File: src/rtl/poly_x_sweep_if.sv
// Sweep request, evaluator tap and (x, result, index) valid/ready output of poly_x_sweep.
// The ovf flag only exists when SWEEP_OVF_DETECT_EN is defined.
interface poly_x_sweep_if #(
    parameter int W     = 32,
    parameter int CNT_W = 16
);
    logic             start;
    logic [W-1:0]     x_start;
    logic [W-1:0]     x_step;
    logic [CNT_W-1:0] n_points;
    logic [W-1:0]     x_eval;
    logic [W-1:0]     result_in;
    logic             out_valid;
    logic             out_ready;
    logic [W-1:0]     out_x;
    logic [W-1:0]     out_result;
    logic [CNT_W-1:0] out_index;
    logic             busy;
    logic             done;
`ifdef SWEEP_OVF_DETECT_EN
    logic             ovf;
`endif

    modport master (
        input  start, x_start, x_step, n_points, result_in, out_ready,
        output x_eval, out_valid, out_x, out_result, out_index, busy, done
`ifdef SWEEP_OVF_DETECT_EN
        , output ovf
`endif
    );

    modport slave (
        output start, x_start, x_step, n_points, result_in, out_ready,
        input  x_eval, out_valid, out_x, out_result, out_index, busy, done
`ifdef SWEEP_OVF_DETECT_EN
        , input ovf
`endif
    );
endinterface

File: src/rtl/poly_x_sweep.sv
// Steps x over n points into a combinational evaluator; first out_valid 2 cycles after start, then 1 point/cycle.
// A stalled output holds out_* and freezes x/idx. SWEEP_OVF_DETECT_EN ends the sweep early on signed x overflow.
module poly_x_sweep #(
    parameter int W     = 32,
    parameter int CNT_W = 16
) (
    input  logic           clk,
    input  logic           rst,
    poly_x_sweep_if.master bus
);
    typedef enum logic [1:0] {IDLE, RUN, DRAIN} state_t;

    state_t              state, state_nxt;
    logic signed [W-1:0] x_cur, step, x_next;
    logic [CNT_W-1:0]    idx, n;
    logic                out_valid;
    logic [W-1:0]        out_x, out_result;
    logic [CNT_W-1:0]    out_index;
    logic                done, done_nxt;
    logic                cap, acc, last, launch, stop_early;

    assign x_next = x_cur + step;
    assign last   = (idx == n - CNT_W'(1));
    assign acc    = out_valid && bus.out_ready;
    assign launch = (state == IDLE) && bus.start && (bus.n_points != '0);

`ifdef SWEEP_OVF_DETECT_EN
    logic ovf;
    // Same-sign operands giving a different-sign sum means x left the signed range.
    assign stop_early = (x_cur[W-1] == step[W-1]) && (x_next[W-1] != x_cur[W-1]) && !last;

    always_ff @(posedge clk or posedge rst) begin
        if (rst)
            ovf <= 1'b0;
        else if (launch)
            ovf <= 1'b0;
        else if (cap && stop_early)
            ovf <= 1'b1;
    end

    assign bus.ovf = ovf;
`else
    assign stop_early = 1'b0;
`endif

    always_ff @(posedge clk or posedge rst) begin
        if (rst)
            state <= IDLE;
        else
            state <= state_nxt;
    end

    always_comb begin
        state_nxt = state;
        cap       = 1'b0;
        done_nxt  = 1'b0;
        case (state)
            IDLE: begin
                if (bus.start) begin
                    if (bus.n_points != '0)
                        state_nxt = RUN;
                    else
                        done_nxt = 1'b1;
                end
            end
            RUN: begin
                cap = !out_valid || bus.out_ready;
                if (cap && (last || stop_early))
                    state_nxt = DRAIN;
            end
            DRAIN: begin
                if (acc) begin
                    state_nxt = IDLE;
                    done_nxt  = 1'b1;
                end
            end
            default: state_nxt = IDLE;
        endcase
    end

    always_ff @(posedge clk or posedge rst) begin
        if (rst) begin
            x_cur      <= '0;
            step       <= '0;
            n          <= '0;
            idx        <= '0;
            out_valid  <= 1'b0;
            out_x      <= '0;
            out_result <= '0;
            out_index  <= '0;
            done       <= 1'b0;
        end else begin
            done <= done_nxt;
            if (launch) begin
                x_cur <= bus.x_start;
                step  <= bus.x_step;
                n     <= bus.n_points;
                idx   <= '0;
            end
            if (cap) begin
                out_x      <= x_cur;
                out_result <= bus.result_in;
                out_index  <= idx;
                out_valid  <= 1'b1;
                x_cur      <= x_next;
                idx        <= idx + CNT_W'(1);
            end else if (acc) begin
                out_valid <= 1'b0;
            end
        end
    end

    assign bus.x_eval     = x_cur;
    assign bus.out_valid  = out_valid;
    assign bus.out_x      = out_x;
    assign bus.out_result = out_result;
    assign bus.out_index  = out_index;
    assign bus.busy       = (state != IDLE);
    assign bus.done       = done;
endmodule

File: src/flat_wrapper.sv
// flat-port wrapper written by rule: the top's interface ports become plain ports
module poly_x_sweep_flat 
#(
    parameter int W     = 32,
    parameter int CNT_W = 16
)
  (clk, rst, bus_start, bus_x_start, bus_x_step, bus_n_points, bus_result_in, bus_out_ready, bus_x_eval, bus_out_valid, bus_out_x, bus_out_result, bus_out_index, bus_busy, bus_done);
  poly_x_sweep_if #(.W(W), .CNT_W(CNT_W)) bus_i ();
  input  logic clk;
  input  logic rst;
  input wire logic [$bits(bus_i.start)-1:0] bus_start;
  input wire logic [$bits(bus_i.x_start)-1:0] bus_x_start;
  input wire logic [$bits(bus_i.x_step)-1:0] bus_x_step;
  input wire logic [$bits(bus_i.n_points)-1:0] bus_n_points;
  input wire logic [$bits(bus_i.result_in)-1:0] bus_result_in;
  input wire logic [$bits(bus_i.out_ready)-1:0] bus_out_ready;
  output wire logic [$bits(bus_i.x_eval)-1:0] bus_x_eval;
  output wire logic [$bits(bus_i.out_valid)-1:0] bus_out_valid;
  output wire logic [$bits(bus_i.out_x)-1:0] bus_out_x;
  output wire logic [$bits(bus_i.out_result)-1:0] bus_out_result;
  output wire logic [$bits(bus_i.out_index)-1:0] bus_out_index;
  output wire logic [$bits(bus_i.busy)-1:0] bus_busy;
  output wire logic [$bits(bus_i.done)-1:0] bus_done;
  assign bus_i.start = bus_start;
  assign bus_i.x_start = bus_x_start;
  assign bus_i.x_step = bus_x_step;
  assign bus_i.n_points = bus_n_points;
  assign bus_i.result_in = bus_result_in;
  assign bus_i.out_ready = bus_out_ready;
  assign bus_x_eval = bus_i.x_eval;
  assign bus_out_valid = bus_i.out_valid;
  assign bus_out_x = bus_i.out_x;
  assign bus_out_result = bus_i.out_result;
  assign bus_out_index = bus_i.out_index;
  assign bus_busy = bus_i.busy;
  assign bus_done = bus_i.done;
  poly_x_sweep #(.W(W), .CNT_W(CNT_W)) u_core (.clk(clk), .rst(rst), .bus(bus_i));
endmodule
File: config.mk
export PLATFORM = sky130hd
export DESIGN_NAME = poly_x_sweep_flat
export DESIGN_NICKNAME = d
export VERILOG_FILES = /design/src/rtl/poly_x_sweep_if.sv /design/src/rtl/poly_x_sweep.sv /design/src/flat_wrapper.sv
export SDC_FILE = /design/constraint.sdc
export NUM_CORES = 1
export LEC_CHECK = 0
export BUFFER_PORTS_ARGS = -buffer_cell sky130_fd_sc_hd__buf_2
export CORE_UTILIZATION = 45
export CTS_CLUSTER_DIAMETER = 200
export DETAILED_ROUTE_END_ITERATION = 7
export PLACE_DENSITY = 0.69
export SLEW_MARGIN = 30
export SYNTH_ARGS = -nofsm -noshare
export SYNTH_HDL_FRONTEND = slang
export SYNTH_SLANG_ARGS = --single-unit
File: constraint.sdc
create_clock -name clk -period 8.1 [get_ports clk]
set_input_delay 1.62 -clock clk [delete_from_list [all_inputs] [get_ports clk]]
set_output_delay 1.62 -clock clk [all_outputs]
set_load 0.1 [all_outputs]
Word-level counts from Yosys, hierarchy flattened
Cells that the tools add are included.
{"block": "word_totals", "inputBits": 116, "reg_bits": 180}
{"block": "classes", "eq_ne": 7, "reduce_logical": 12, "n_addsub": 3, "n_mux": 16}
{"operator": "32-bit 2-to-1 mux", "n": 2}
{"operator": "32-bit adder", "n": 1}
{"operator": "16-bit 2-to-1 mux", "n": 2}
{"operator": "16-bit by 1-bit adder with 16-bit output, second input constant", "n": 1}
{"operator": "16-bit == test", "n": 1}
{"operator": "16-bit nonzero test", "n": 1}
{"operator": "16-bit by 1-bit subtractor with 16-bit output, second input constant", "n": 1}
{"operator": "2-bit 2-to-1 mux", "n": 4}
{"operator": "1-bit 2-to-1 mux", "n": 6}
{"operator": "2-bit one-hot mux with 3 select lines", "n": 1}
{"operator": "2-bit nonzero test", "n": 3}
{"operator": "1-bit logical AND", "n": 4}
{"operator": "2-bit by 1-bit != test with 1-bit output, second input constant", "n": 2}
{"operator": "2-bit != test, second input constant", "n": 2}
{"operator": "4-bit AND reduction", "n": 1}
{"operator": "2-bit by 1-bit == test with 1-bit output, second input constant", "n": 1}
{"operator": "2-bit == test, second input constant", "n": 1}
{"operator": "2-bit zero test", "n": 1}
{"operator": "1-bit one-hot mux with 2 select lines", "n": 1}
{"operator": "1-bit zero test", "n": 1}
{"operator": "1-bit logical OR", "n": 1}

Depth between registers and ports, before layout
Gate-level depths: netlist (run 1).
{"block": "logic_depth", "depth_word": 5, "depth_mapped": 12, "ltp_nobuf": 12}

Worst setup path after synthesis (run 1)
Ideal clock, no wire load.
{"block": "synth_path", "path_type": "register to register", "from": "reg u_core.x_cur[0], in the netlist u_core.bus.x_eval[0]", "to": "reg u_core.x_cur[28], in the netlist u_core.bus.x_eval[28]", "setup_time_ns": 0.132, "slack_ns": 4.775, "t_arrival_ns": 3.193, "path_stages_with_launch": 13, "required_ns": 7.968, "cell_sequence": "dfrtp_1 > ha_1 > inv_1 > fa_1 > nor2b_4 > o2111ai_1 > a31o_1 > a21oi_2 > o311a_1 > or4_1 > a31oi_1 > xor2_1 > o21ai_1"}
{"block": "synth_between", "elab_chain_cells": 2}
{"item": "from (decl)", "line": "poly_x_sweep.sv:14", "rtl": "logic signed [W-1:0] x_cur, step, x_next;"}
{"item": "from (signal assigned)", "line": "poly_x_sweep.sv:95", "rtl": "x_cur <= bus.x_start;"}
{"item": "from (signal assigned)", "line": "poly_x_sweep.sv:105", "rtl": "x_cur <= x_next;"}
{"item": "32-bit adder", "line": "poly_x_sweep.sv:22", "rtl": "assign x_next = x_cur + step;"}
{"item": "32-bit 2-to-1 mux", "line": "poly_x_sweep.sv:100", "rtl": "if (cap) begin"}
No other way between the ends.
A chain may end at the register's enable or synchronous reset.

Worst setup path in the final report (run 1)
{"block": "layout_path", "from": "in bus_out_ready", "to": "reg u_core.x_cur[15], in the netlist u_core.bus.x_eval[15]"}
{"block": "layout_between", "elab_chain_cells": 3}
{"item": "from (decl)", "line": "flat_wrapper.sv:16", "rtl": "input wire logic [$bits(bus_i.out_ready)-1:0] bus_out_ready;"}
{"item": "1-bit logical OR (*)", "line": "poly_x_sweep.sv:67", "rtl": "cap = !out_valid || bus.out_ready;"}
{"item": "1-bit 2-to-1 mux (*)", "line": "poly_x_sweep.sv:57", "rtl": "case (state)"}
{"item": "32-bit 2-to-1 mux or 2-bit nonzero test (tied branches)"}
Mark *: on every way between the ends. The rest lies on a longest branch, timed or not.

==> reports/metrics.csv, run 1 <==
metric,value,unit
worstMarginPinSlew,0.9858,ns
cts_root_buf,clkbuf_16,
multiInputGateArea,0.004412,mm2
slew-limit-headroom,34.21,%
wl_per_cell,15.28,um
synth_simple_gate_area_share,25.65,%
die_h,144.8,um
post_cts_buffers,0,
tns,0,ns
path_max_fanout,77,
vias_per_cell,5.257,
fp.dieArea,0.02096,mm2
run_status,"complete, no violations",
yosys.area.top_type_share,49.09,%
synth.distinct_cells,65,
cts_resized,0,
worstReg2RegStart,u_core.bus.x_eval[0]$_DFFE_PP0P_,
dp_hpwl,16470,um
synth_ff_type,dfrtp_1,
path_cells,buf_2 -> nand2b_1 -> nand3b_1 -> buf_4 -> nand2_1 -> o22ai_1 -> a21oi_1,
synth_compound_area_share,12.48,%
drive_above_1_share,22.27,%
drtIter0Drc,454,
synth_top_family_by_area,simple AND/OR/NAND/NOR gates,
clock.fmax,276.4,MHz
routed_wl,23880,um
dpl-instance-area,0.01052,mm2
cts_buffer_depth,2,
ys_ff_latch,180,
cp.arrival,3.92,ns
cts_max_level,4,
final_cell_area,0.01117,mm2
yosysMostFrequentCell,nand2_1,
rows,51,
grt_max_degree,117,
path_clk_slew,0.07,ns
regArea,0.004504,mm2
place_congestion,0.8653,
vias,8216,
synth-xor-area-share,4.296,%
yosysSeqAreaShare,49.09,%
grt_pass1_vias,7804,
period_share,44.66,%
cp-end-kind,flop,
critPathLaunchType,primary input,
period_minus_slack,3.618,ns
ys_top_cells_by_area,"dfrtp_1, nand2_1, ha_1, o21ai_1, a21oi_1",
path_class,primary input to flop,
fin_nets,1435,
syn-cell-area,0.009175,mm2
finalClockSkew,0.02197,ns
area_growth,21.72,%
syn-num-nets,1228,
cts_buffers,17,
crit_slowest_cell,buf_4,
coreArea,0.01972,mm2
utilization,56.64,%
drv_slew,0,
cp.required,8.40,ns
syn_avg_cell_area,8.511,um2
hp-start,u_core.bus.out_result[4]$_DFFE_PP0P_,
io_buffers,230,
cpPeakStageDelay,0.77,ns
drv_cap,0,
synth_edf_count,0,
grt_pass1_wl,38300,um
ctsHoldBuffers,0,
grt.overflow.total,0,
track_usage,23.30,%
netlist_instances,1078,
cts.sinks,180,
die_w,144.8,um
initial_core_util,46.53,%
grt_setup_unrepaired,false,
setup_viol,0,
antenna_found_initial,0,
fillers,1884,
ys_top_cells_by_count,"nand2_1, dfrtp_1, o21ai_1",
synth.area.mux_share,0.7773,%
synth_fa_ha_area_share,4.718,%
cts_tree,done,
num_antenna_cells,0,
worst_hold_path_type,flop to flop,
antenna_left,0,
synthArstFlopShare,100.0,%
hold_violations,0,
synth_top_area_cell,dfrtp_1,
crit_start,bus_out_ready,
drc_errors,0,
clock_latency,0.44,ns
num_io_pins,231,
synth-warning-count,0,
firstDrtPassIters,5,
==> worst max-delay path, delay by kind of cell <==
kind / cells / cell delay (ns)
simple gates: 3 / 1.09
buf+inv: 2 / 0.88
compound gates: 2 / 0.31
==> sequential cells by signal, summed over array words and instances, names as in the netlist, 2 cells and up <==
name and count:
u_core.state 2, u_core.bus.out_result 32, u_core.step 32, u_core.bus.out_index 16, u_core.bus.x_eval 32, u_core.bus.out_x 32, u_core.n 16, u_core.idx 16
==> placed cells by master, fill, tap and decap left out, types with 4 or more instances in the layout <==
cell type | netlist | layout
a21o_1 | 13 | 13
a21oi_1 | 43 | 43
a22oi_1 | 11 | 11
a31oi_1 | 12 | 12
and2_1 | 5 | 5
and3_1 | 12 | 12
buf_2 | 1 | 230
buf_4 | 0 | 8
bufinv_16 | 0 | 4
clkbuf_16 | 0 | 17
clkinv_4 | 0 | 4
dfrtp_1 | 180 | 180
ha_1 | 33 | 33
inv_1 | 13 | 12
mux2i_1 | 6 | 6
nand2_1 | 437 | 437
nand2b_1 | 4 | 4
nand3_1 | 20 | 20
nand4_1 | 11 | 11
nor2_1 | 43 | 41
nor3b_1 | 5 | 4
nor4_1 | 6 | 6
o2111ai_1 | 4 | 4
o211ai_1 | 5 | 5
o21a_1 | 5 | 5
o21ai_0 | 15 | 15
o21ai_1 | 44 | 44
o22ai_1 | 7 | 7
o31ai_1 | 4 | 4
xnor2_1 | 21 | 21
xor2_1 | 24 | 24
==> layout make-up <==
| type | count | share of cell area (%) |
|---|---|---|
| well taps | 265 | 2.969 |
| flip-flops and latches | 180 | 40.33 |
| multi-input cells | 833 | 39.50 |
| repair buffers | 238 | 10.84 |
| clock inverters | 11 | 1.557 |
| clock buffers | 21 | 4.212 |
| inverters | 15 | 0.5826 |
==> per-layer routing <==
layer | vias to the layer above | wire length [um] | track usage [%]
met5 | - | 0 | 0
met4 | 0 | 414 | 7.424
met3 | 32 | 1217 | 3.620
met2 | 248 | 11510 | 37.98
met1 | 3912 | 10730 | 31.78
li1 | 4024 | - | -
==> per-stage QoR <==
stage                     worst slack [ns]  cells  hold slack [ns]
final                                4.482   1563           0.4659
after global routing                 4.253   1563           0.4928
after CTS                            4.491   1563           0.4737
after detailed placement             4.023   1531           0.4566
after global placement               4.133   1531           0.4534
after floorplan                      1.593   1078           0.4497
==> cells by family (layout without fill, tap and decap cells) <==
logic type	Yosys count	after routing
simple gates	563	563
mux	7	7
compound gates	184	184
fa+ha+maj	34	34
flops	180	180
buf+inv	65	285
xor+xnor	45	45
==> worst paths after layout <==
path / end / slack [ns] / cells after the start
max: u_core.bus.x_eval[15]$_DFFE_PP0P_ / 4.48 / 7
min: u_core.bus.out_result[4]$_DFFE_PP0P_ / 0.47 / 2
max reg2reg: u_core.bus.x_eval[28]$_DFFE_PP0P_ / 4.96 / 12
min reg2reg: u_core.bus.out_result[4]$_DFFE_PP0P_ / 0.47 / 2
max in group asynchronous: u_core.bus.out_result[23]$_DFFE_PP0P_ / 5.45 / 3
min in group asynchronous: u_core.bus.out_result[20]$_DFFE_PP0P_ / 1.29 / 2
Power of run 1 is left out: the tool's default activity adds up to more than one toggle a clock period on the data nets, which glitch-free logic cannot reach.
==> run 2: changes to the inputs <==
==> constraint.sdc (replaced) <==
create_clock -name clk -period 3.65 [get_ports clk]
set_input_delay 0.73 -clock clk [delete_from_list [all_inputs] [get_ports clk]]
set_output_delay 0.73 -clock clk [all_outputs]
set_load 0.1 [all_outputs]
==> reports/metrics.csv, run 2 (synthesized netlist as in run 1, its figures left out) <==
metric,value,unit
regArea,0.004504,mm2
crit_family,compound AO/OA/AOI/OAI gates,
cts_buffers,17,
initial_core_util,46.53,%
clock_latency,0.42,ns
worst_hold_path_type,primary input to async pin,
num_io_pins,231,
vias,8050,
cts_tree,done,
period_share,85.57,%
path_clk_slew,0.07,ns
wl_per_cell,14.93,um
cts_buffer_depth,2,
post_cts_buffers,0,
die_h,144.8,um
track_usage,22.78,%
drv_slew,0,
critPathLaunchType,flop,
cp-end-kind,flop,
slew-limit-headroom,52.21,%
io_buffers,230,
layout_commonest_cell,nand2_1,
path_max_fanout,4,
path_class,flop to flop,
cpPeakStageDelay,0.48,ns
rows,51,
clock.fmax,320.2,MHz
antenna_left,0,
final_cell_mix,"nand2_1, buf_2, dfrtp_1",
setup_viol,0,
cts_root_buf,clkbuf_16,
cts.sinks,180,
fp.dieArea,0.02096,mm2
drtIter0Drc,387,
grt_setup_unrepaired,false,
die_w,144.8,um
cts_max_level,4,
num_antenna_cells,0,
worstMarginPinSlew,0.7168,ns
tns,0,ns
grt_max_degree,181,
fillers,1803,
multiInputGateArea,0.004412,mm2
place_congestion,0.8352,
fin_nets,1439,
run_status,"complete, no violations",
cts_resized,0,
crit_slowest_cell,or4_1,
firstDrtPassIters,5,
dp_hpwl,15970,um
area_growth,22.05,%
path_cells,ha_1 -> inv_1 -> fa_1 -> nor2b_4 -> o2111ai_1 -> a31o_1 -> a21oi_2 -> o311a_1 -> or4_1 -> a31oi_1 -> xor2_1 -> o21ai_1,
routed_wl,23390,um
grt_pass1_vias,7450,
grt.overflow.total,0,
drc_errors,0,
cp.arrival,3.39,ns
drive_above_1_share,22.58,%
ctsHoldBuffers,0,
grt_pass1_wl,37500,um
path_buf_inv,1,
finalClockSkew,0.01115,ns
coreArea,0.01972,mm2
hold_violations,0,
vias_per_cell,5.137,
antenna_found_initial,0,
drv_cap,0,
cp.required,3.92,ns
period_minus_slack,3.123,ns
[run 2: changes by cell type in the layout (fill, tap and decap cells not counted)]
cell	before	now
clkbuf_8	3	2
clkinv_4	4	3
buf_12	0	2
inv_8	1	0
clkbuf_1	1	0
bufinv_16	4	2
inv_6	1	4
buf_6	0	1
clkinvlp_4	0	3
buf_16	0	1
[run 2: layer usage]
layer / vias up / global-route usage (%) / share of wire, %
li1: 4034 / - / -
met1: 3826 / 31.24 / 47
met2: 178 / 36.82 / 48
met3: 12 / 4.640 / 4.5
met4: 0 / 5.596 / 0.78
met5: - / 0 / 0
[run 2: worst register-to-register path, stage by stage (launching register included)]
cell and delay [ns]:
dfrtp_1 0.42, ha_1 0.25, inv_1 0.08, fa_1 0.25, nor2b_4 0.06, o2111ai_1 0.23, a31o_1 0.25, a21oi_2 0.10
o311a_1 0.41, or4_1 0.48, a31oi_1 0.21, xor2_1 0.16, o21ai_1 0.08
[run 2: per-stage QoR]
stage          cells  instance area [um2]  util [%]  setup slack [ns]  hold slack (ns)
5_1_grt         1567                11200     56.79            0.3519           0.4243
3_3_place_gp    1534                10570     53.59            0.6196           0.4529
2_1_floorplan   1078                 9179         -            0.3253           0.4497
3_5_place_dp    1534                10570     53.59            0.5555           0.4566
6_report        1567                11200     56.79            0.5266           0.3920
4_1_cts         1566                11170     56.63            0.5057           0.4727
[run 2: final timing paths]
path / startpoint / end / slack, ns / depth (start not counted)
max: u_core.bus.x_eval[0]$_DFFE_PP0P_ / u_core.bus.x_eval[28]$_DFFE_PP0P_ / 0.53 / 12
min: rst / u_core.bus.out_result[20]$_DFFE_PP0P_ / 0.39 / 3
max reg2reg: u_core.bus.x_eval[0]$_DFFE_PP0P_ / u_core.bus.x_eval[28]$_DFFE_PP0P_ / 0.53 / 12
min reg2reg: u_core.bus.out_result[17]$_DFFE_PP0P_ / u_core.bus.out_result[17]$_DFFE_PP0P_ / 0.47 / 2
max in group asynchronous: rst / u_core.step[25]$_DFFE_PP0P_ / 2.37 / 4
min in group clk: u_core.bus.out_result[17]$_DFFE_PP0P_ / u_core.bus.out_result[17]$_DFFE_PP0P_ / 0.47 / 2
[run 2: layout make-up]
| type | instances | share of cell area (%) |
|---|---|---|
| clock buffer | 19 | 4.045 |
| sequential | 180 | 40.22 |
| multi-input combinational | 833 | 39.40 |
| tap | 265 | 2.961 |
| inverter | 15 | 0.5475 |
| clock inverter | 13 | 1.307 |
| timing repair buffer | 242 | 11.52 |
Power of run 2 is left out for the same reason.
